File: src/rtl/lenet_frame_ctrl_if.sv
// Stream and pipeline signals of the lenet frame sequencer.
// The slave modport is the sequencer's view; master is the upstream/pipeline side.
interface lenet_frame_ctrl_if #(
  parameter int ACT_W = 400,
  parameter int OUT_W = 256
);
  logic             in_valid;
  logic [ACT_W-1:0] in_data;
  logic             in_ready;
  logic             net_valid;
  logic [ACT_W-1:0] net_act;
  logic             net_flush;
  logic             net_ready;
  logic [OUT_W-1:0] net_out;
  logic             out_valid;
  logic [OUT_W-1:0] out_data;
  logic             out_last;

  modport master (
    output in_valid, in_data, net_ready, net_out,
    input  in_ready, net_valid, net_act, net_flush, out_valid, out_data, out_last
  );

  modport slave (
    input  in_valid, in_data, net_ready, net_out,
    output in_ready, net_valid, net_act, net_flush, out_valid, out_data, out_last
  );
endinterface

File: src/rtl/lenet_frame_ctrl.sv
// Frame sequencer for the lenet pipeline: feeds one frame of input vectors,
// collects the expected outputs, flushes the line buffers and reports done/error.
module lenet_frame_ctrl #(
  parameter int ACT_W     = 400,
  parameter int OUT_W     = 256,
  parameter int N_IN      = 1024,
  parameter int N_OUT     = 25,
  parameter int FLUSH_CYC = 4,
  parameter int TIMEOUT   = 4096,
  parameter int CW        = 16
) (
  input  logic                clk,
  input  logic                rstn,
  input  logic                start,
  input  logic                abort,
  output logic                busy,
  output logic                done,
  output logic [2:0]          error,
  lenet_frame_ctrl_if.slave   bus
);

  typedef enum logic [2:0] {IDLE, FEED, DRAIN, FLUSH, DONE} state_t;

  localparam logic [CW-1:0] IN_LAST  = CW'(N_IN - 1);
  localparam logic [CW-1:0] OUT_FULL = CW'(N_OUT);
  localparam logic [CW-1:0] OUT_LAST = CW'(N_OUT - 1);
  localparam logic [CW-1:0] WD_LAST  = CW'(TIMEOUT - 1);
  localparam logic [CW-1:0] FL_LAST  = CW'(FLUSH_CYC - 1);

  state_t           state, state_nxt;
  logic [CW-1:0]    in_cnt, out_cnt, wd_cnt, fl_cnt;
  logic             hs, frame_act, start_acc, capture, overflow;
  logic             set_timeout, set_abort;
  logic             net_valid_q, net_flush_q, out_valid_q, out_last_q;
  logic [ACT_W-1:0] net_act_q;
  logic [OUT_W-1:0] out_data_q;

  assign bus.in_ready  = (state == FEED);
  assign bus.net_valid = net_valid_q;
  assign bus.net_act   = net_act_q;
  assign bus.net_flush = net_flush_q;
  assign bus.out_valid = out_valid_q;
  assign bus.out_data  = out_data_q;
  assign bus.out_last  = out_last_q;

  assign hs        = bus.in_valid & (state == FEED);
  assign frame_act = (state == FEED) || (state == DRAIN);
  assign start_acc = (state == IDLE) && start;
  assign capture   = frame_act && bus.net_ready && (out_cnt < OUT_FULL);
  assign overflow  = frame_act && bus.net_ready && (out_cnt == OUT_FULL);

  // Next-state selection; abort takes priority over the normal FEED/DRAIN exits.
  always_comb begin
    state_nxt   = state;
    set_timeout = 1'b0;
    set_abort   = 1'b0;
    case (state)
      IDLE:  if (start) state_nxt = FEED;
      FEED: begin
        if (abort) begin
          state_nxt = FLUSH;
          set_abort = 1'b1;
        end else if (hs && (in_cnt == IN_LAST)) begin
          state_nxt = DRAIN;
        end
      end
      DRAIN: begin
        if (abort) begin
          state_nxt = FLUSH;
          set_abort = 1'b1;
        end else if (out_cnt == OUT_FULL) begin
          state_nxt = FLUSH;
        end else if ((wd_cnt == WD_LAST) && !bus.net_ready) begin
          state_nxt   = FLUSH;
          set_timeout = 1'b1;
        end
      end
      FLUSH: if (fl_cnt == FL_LAST) state_nxt = DONE;
      DONE:  state_nxt = IDLE;
      default: state_nxt = IDLE;
    endcase
  end

  // State register.
  always_ff @(posedge clk or negedge rstn) begin
    if (!rstn) state <= IDLE;
    else       state <= state_nxt;
  end

  // Frame counters: inputs accepted, outputs forwarded, drain watchdog, flush length.
  always_ff @(posedge clk or negedge rstn) begin
    if (!rstn) begin
      in_cnt  <= '0;
      out_cnt <= '0;
      wd_cnt  <= '0;
      fl_cnt  <= '0;
    end else begin
      if (start_acc) begin
        in_cnt  <= '0;
        out_cnt <= '0;
      end else begin
        if (hs)      in_cnt  <= in_cnt + CW'(1);
        if (capture) out_cnt <= out_cnt + CW'(1);
      end
      if ((state != DRAIN) || bus.net_ready) wd_cnt <= '0;
      else                                   wd_cnt <= wd_cnt + CW'(1);
      if (state != FLUSH) fl_cnt <= '0;
      else                fl_cnt <= fl_cnt + CW'(1);
    end
  end

  // Sticky per-frame error flags, cleared only by an accepted start.
  always_ff @(posedge clk or negedge rstn) begin
    if (!rstn)          error <= 3'b000;
    else if (start_acc) error <= 3'b000;
    else                error <= error | {set_abort, overflow, set_timeout};
  end

  // Registered pipeline input and forwarded pipeline output.
  always_ff @(posedge clk or negedge rstn) begin
    if (!rstn) begin
      net_valid_q <= 1'b0;
      net_act_q   <= '0;
      out_valid_q <= 1'b0;
      out_last_q  <= 1'b0;
      out_data_q  <= '0;
    end else begin
      net_valid_q <= hs;
      if (hs) net_act_q <= bus.in_data;
      out_valid_q <= capture;
      out_last_q  <= capture && (out_cnt == OUT_LAST);
      if (capture) out_data_q <= bus.net_out;
    end
  end

  // Status outputs registered from the next state so they line up with the state itself.
  always_ff @(posedge clk or negedge rstn) begin
    if (!rstn) begin
      busy        <= 1'b0;
      done        <= 1'b0;
      net_flush_q <= 1'b0;
    end else begin
      busy        <= (state_nxt != IDLE);
      done        <= (state_nxt == DONE);
      net_flush_q <= (state_nxt == FLUSH);
    end
  end

endmodule

File: src/flat_wrapper.sv
// flat-port wrapper written by rule: the top's interface ports become plain ports
module lenet_frame_ctrl_flat 
#(
  parameter int ACT_W     = 400,
  parameter int OUT_W     = 256,
  parameter int N_IN      = 1024,
  parameter int N_OUT     = 25,
  parameter int FLUSH_CYC = 4,
  parameter int TIMEOUT   = 4096,
  parameter int CW        = 16
)
  (clk, rstn, start, abort, busy, done, error, bus_in_valid, bus_in_data, bus_net_ready, bus_net_out, bus_in_ready, bus_net_valid, bus_net_act, bus_net_flush, bus_out_valid, bus_out_data, bus_out_last);
  lenet_frame_ctrl_if #(.ACT_W(ACT_W), .OUT_W(OUT_W)) bus_i ();
  input  logic clk;
  input  logic rstn;
  input  logic start;
  input  logic abort;
  output logic busy;
  output logic done;
  output logic [2:0] error;
  input wire logic [$bits(bus_i.in_valid)-1:0] bus_in_valid;
  input wire logic [$bits(bus_i.in_data)-1:0] bus_in_data;
  input wire logic [$bits(bus_i.net_ready)-1:0] bus_net_ready;
  input wire logic [$bits(bus_i.net_out)-1:0] bus_net_out;
  output wire logic [$bits(bus_i.in_ready)-1:0] bus_in_ready;
  output wire logic [$bits(bus_i.net_valid)-1:0] bus_net_valid;
  output wire logic [$bits(bus_i.net_act)-1:0] bus_net_act;
  output wire logic [$bits(bus_i.net_flush)-1:0] bus_net_flush;
  output wire logic [$bits(bus_i.out_valid)-1:0] bus_out_valid;
  output wire logic [$bits(bus_i.out_data)-1:0] bus_out_data;
  output wire logic [$bits(bus_i.out_last)-1:0] bus_out_last;
  assign bus_i.in_valid = bus_in_valid;
  assign bus_i.in_data = bus_in_data;
  assign bus_i.net_ready = bus_net_ready;
  assign bus_i.net_out = bus_net_out;
  assign bus_in_ready = bus_i.in_ready;
  assign bus_net_valid = bus_i.net_valid;
  assign bus_net_act = bus_i.net_act;
  assign bus_net_flush = bus_i.net_flush;
  assign bus_out_valid = bus_i.out_valid;
  assign bus_out_data = bus_i.out_data;
  assign bus_out_last = bus_i.out_last;
  lenet_frame_ctrl #(.ACT_W(ACT_W), .OUT_W(OUT_W), .N_IN(N_IN), .N_OUT(N_OUT), .FLUSH_CYC(FLUSH_CYC), .TIMEOUT(TIMEOUT), .CW(CW)) u_core (.clk(clk), .rstn(rstn), .start(start), .abort(abort), .busy(busy), .done(done), .error(error), .bus(bus_i));
endmodule
File: config.mk
export PLATFORM = sky130hd
export DESIGN_NAME = lenet_frame_ctrl_flat
export DESIGN_NICKNAME = d
export VERILOG_FILES = /design/src/rtl/lenet_frame_ctrl_if.sv /design/src/rtl/lenet_frame_ctrl.sv /design/src/flat_wrapper.sv
export SDC_FILE = /design/constraint.sdc
export NUM_CORES = 1
export LEC_CHECK = 0
export ABC_AREA = 1
export CORE_AREA = 2 2 522 524
export DETAILED_ROUTE_END_ITERATION = 10
export DIE_AREA = 0 0 524 526
export PLACE_DENSITY_LB_ADDON = 0.15
export SLEW_MARGIN = 15
export SYNTH_ARGS = -nofsm -noshare
export SYNTH_HDL_FRONTEND = slang
export SYNTH_SLANG_ARGS = --single-unit
File: constraint.sdc
create_clock -name clk -period 2.3 [get_ports clk]
set_input_delay 0.345 -clock clk [delete_from_list [all_inputs] [get_ports clk]]
set_output_delay 0.345 -clock clk [all_outputs]
set_load 0.1 [all_outputs]
# Word level (Yosys, flattened, before mapping)
# Index checks and enable logic that the tools add are counted.
totals:
  ramBits: 0
  ff_bits: 732
  mem_count: 0
  romBits: 0
  latchBits: 0
  elab_cells: 69
  output_inout_bits: 666
classes:
  magnitude_cmp: 1
  addsub: 4
  n_div: 0
  reduce_logical: 15
  n_mux: 21
  shift: 0
  mul: 0
  bitwise_logic: 2
  n_eq_ne: 12
ops:
  columns: ["cell", "n"]
  rows:
  - ["$mux 16", 6]
  - ["$add 16x1->16 const B", 4]
  - ["$eq 16x5->1 const B", 2]
  - ["$mux 3", 8]
  - ["$eq 16x10->1 const B", 1]
  - ["$eq 16x12->1 const B", 1]
  - ["$eq 16x2->1 const B", 1]
  - ["$lt 16x5->1 const B", 1]
  - ["$pmux 3 s4", 1]
  - ["$eq 3x2->1 const B", 3]
  - ["$logic_and 1x1->1", 7]
  - ["$mux 1", 6]
  - ["$ne 3x2->1 const B", 2]
  - ["$reduce_bool 2->1", 2]
  - ["$eq 3x1->1 const B", 1]
  - ["$eq 3x3->1 const B", 1]
  - ["$logic_not 3->1", 1]
  - ["$or 3x3->3", 1]
  - ["$reduce_bool 3->1", 1]
  - ["$logic_or 1x1->1", 2]
  - ["$reduce_or 2->1", 1]
  - ["$and 1x1->1", 1]
  - ["$logic_not 1->1", 1]

# Longest topological paths before layout
logic_depth:
  word_depth: 8
  ltp_mapped: 12
  mapped_depth_nobuf: 10

# Worst setup path before layout
# No wires, ideal clock.
synth_path:
  path_kind: "register to register"
  from: "reg u_core.out_cnt[0]"
  to: "reg u_core.out_data_q[183], in the netlist u_core.bus.out_data[183]"
  path_stages_with_launch: 12
  path_slack_ps: 618
  path_buffers: 2
  arrival_time_ps: 1563
  setup_time_ps: 120
  synth_period_minus_slack_ps: 1682
  path_cell_list: "dfrtp_1 > inv_1 > ha_1 > inv_1 > o21ai_0 > nor2_1 > nor2_1 > nand3_4 > buf_2 > buf_2 > nand2_1 > nand2_1"
synth_via:
  elab_chain_cells: 2
synth_rtl:
  columns: ["element", "line", "source"]
  rows:
  - ["from (decl)", "lenet_frame_ctrl.sv:31", "logic [CW-1:0] in_cnt, out_cnt, wd_cnt, fl_cnt;"]
  - ["from (signal assigned)", "lenet_frame_ctrl.sv:103", "if (capture) out_cnt <= out_cnt + CW'(1);"]
  - ["$lt 16x5->1", "lenet_frame_ctrl.sv:49", "assign capture = frame_act && bus.net_ready && (out_cnt < OUT_FULL);"]
  - ["$logic_and 1x1->1", "lenet_frame_ctrl.sv:49", null]
  - ["to (signal assigned)", "lenet_frame_ctrl.sv:132", "if (capture) out_data_q <= bus.net_out;"]
  - ["to (decl)", "lenet_frame_ctrl.sv:36", "logic [OUT_W-1:0] out_data_q;"]
# No other way between the ends.
# A chain may end at the register's enable or synchronous reset.

# Worst setup path in the final report
layout_path:
  from: "reg u_core.out_cnt[1]"
  to: "reg u_core.out_data_q[158], in the netlist u_core.bus.out_data[158]"
# The elaborated chain is that of the path after synthesis.

==> results.yml <==
cts:
  clock_path_buffers: 3
  clkSinkCount: 732
  cts_tree: "done"
  cts_buffers: 104
  clk_pin_slew_ps: 60
  htreeDepth: 3
  clock_latency_ps: 760
  clockRootBuffer: "clkbuf_16"
sta:
  rsz0062_at_grt: "yes"
  hold_violations: 0
  fmax_mhz: 463.5
  max_slew_margin: 0.5898
  setup_tns_ps: 0
  tightest_slew_ps: 615.3
  setup_viol: 0
  drv_slew: 0
  fin_skew_ps: 67.18
  finalCriticalPeriod_ps: 2158
  fin_crit_sh: 0.9381
routing:
  via_per_inst: 3.132
  antenna_left: 0
  first_pass_iters: 7
  drcViolationCount: 0
  wirelength_um: 157200
  initialDrtViolationCount: 1215
  vias: 26200
  wl_per_cell_um: 18.79
placed_design:
  port_buffers: 1327
  gp_congestion: 0.7680
  hpwlAfterDp_um: 122500
min_path:
  min_path_type: "input port to asynchronous set/reset pin"
synthesis:
  ys_seq_area_frac: 0.6461
  ys_top_cells_by_area: "dfrtp_1, nand2_1, buf_2"
  syn-num-nets: 3925
  ys_types: 30
  syn_area_per_cell_um2: 8.705
  synth.top_cell.area_share: 0.6461
  synth.largest_area_cell: "dfrtp_1"
  syn-cell-area_um2: 28350
  ys_ff_latch: 732
  syn_inst: 3257
  yosys_warnings: 0
final_layout:
  drive_gt1_frac: 0.2026
  fin_util: 0.1811
  final_cell_mix: "nand2_1, buf_4, dfrtp_1, clkdlybuf4s50_1, clkbuf_16"
  regArea_um2: 18320
  fillCellCount: 30260
  final_nets: 5341
  multi_input_area_um2: 8945
  area_growth_pct: 72.36
  final_common_cell: "nand2_1"
global_routing:
  antenna_found_initial: 78
  grt_max_degree: 92
  grt_pass1_wl_um: 215800
  grt_pass1_vias: 27380
  grt_overflow: 0
  grtUsageTotal: 0.1094
worst_setup_path:
  path_buf_inv: 4
  arrival_ps: 2750
  crit_type: "flip-flop to flip-flop"
  cp_top_family: "buffers and inverters"
  crit_path_end_kind: "flip-flop"
  worst-path-max-fanout: 30
  cpMaxStageDelayCell: "dfrtp_1"
  cp.required_ps: 2890
  max_stage_delay_ps: 400
  worstPathCellList: "inv_1 > ha_2 > inv_1 > o21ai_0 > nor2_1 > nor2_1 > nand3_4 > buf_16 > clkbuf_16 > nand2_1 > nand2_1"
  start_kind: "flip-flop"
floorplan:
  die_area_um2: 275600
  io_pins: 1328
  start_util: 0.1051
  row_count: 191
  core_um2: 269800
  die_height_um: 526
  die_w_um: 524
outcome:
  status: "finished, final reports clean"
flow_run:
  max_cap_violations: 0
## flip-flops by register name, summed over array words and instances (netlist names), 3 cells and up
name,flops
u_core.bus.net_act,400
u_core.bus.out_data,256
u_core.fl_cnt,16
u_core.in_cnt,16
u_core.out_cnt,16
u_core.wd_cnt,16
u_core.error,3
u_core.state,3
## per-layer routing
layer / track usage / part of all wire / up-vias / wire length (µm)
met3: 0.05459 / 0.11 / 244 / 17400
li1: - / - / 12790 / -
met1: 0.1162 / 0.37 / 12140 / 58900
met2: 0.1886 / 0.49 / 965 / 76390
met4: 0.03165 / 0.026 / 62 / 4092
met5: 0 / 0.0025 / - / 388
## worst reg2reg max path, stage by stage (launching register included)
cell and delay (ps):
dfrtp_1 400, inv_1 100, ha_2 180, inv_1 30, o21ai_0 140, nor2_1 90, nor2_1 160, nand3_4 180
buf_16 230, clkbuf_16 330, nand2_1 90, nand2_1 60
## synthesized netlist by cell type, drive strengths merged
| cell | number |
|---|---|
| a211oi | 1 |
| a21oi | 25 |
| a22oi | 1 |
| a31oi | 2 |
| and3 | 1 |
| buf | 132 |
| clkbuf | 17 |
| clkinv | 2 |
| dfrtp | 732 |
| ha | 6 |
| inv | 82 |
| nand2 | 2057 |
| nand3 | 34 |
| nand3b | 2 |
| nand4 | 13 |
| nor2 | 89 |
| nor3 | 25 |
| nor4 | 1 |
| o21a | 3 |
| o21ai | 23 |
| o21bai | 1 |
| xnor2 | 2 |
| xor2 | 6 |
## cell type report
cell class | instances | area share
antenna | 40 | 0.002048
sequential | 732 | 0.3749
inverter | 84 | 0.006862
clock inverter | 28 | 0.009295
tap | 3570 | 0.09141
multi-input combinational | 2292 | 0.1830
timing repair buffer | 1459 | 0.2705
clock buffer | 159 | 0.06199
## path summary, 6_finish.rpt
kind	startpoint	endpoint	slack (ps)	depth (start not counted)
worst min register to register	u_core.wd_cnt[0]	u_core.wd_cnt[0]	450	1
min in group clk	bus_in_data[330]	u_core.bus.net_act[330]	120	3
max in group asynchronous	rstn	u_core.bus.net_act[173]	1130	4
worst max register to register	u_core.out_cnt[1]	u_core.bus.out_data[158]	140	11
worst min-delay path	rstn	u_core.bus.net_act[380]	100	2
worst max-delay path	u_core.out_cnt[1]	u_core.bus.out_data[158]	140	11
## per-stage QoR
step	instance area (µm²)	setup WS (ps)	instances	hold WS, ps
after floorplan	28350	617.5	3257	49.41
final	48870	142.4	8364	96.57
after detailed placement	45180	93.80	8133	295.1
after CTS	48670	76.26	8321	10.38
after global placement	45180	95.90	8133	293.6
after global routing	48780	-11.75	8328	53.39
## repair_timing
| action | 4_1_cts | 5_1_grt |
|---|---|---|
| setup buffers | 0 | 1 |
| hold endpoints to repair | 203 | 0 |
| endpoints found under the setup margin | 0 | 19 |
| resized for setup | 0 | 6 |
| hold buffers | 1 | 0 |
## kinds of logic (layout without fill, tap and decap cells)
logic type	after synthesis	in the layout	synth area share
DFF	732	732	0.6461
AOI/OAI and AO/OA	56	56	0.01050
adders and majority gates	6	6	0.002648
and+or+nand+nor	2222	2222	0.2994
other	0	40	0
xor gates and xnor gates	8	8	0.002472
buffers and inverters	233	1730	0.03893
Power is not shown: default switching activity piles up to over one toggle a cycle in this logic, so the estimate is an artifact.
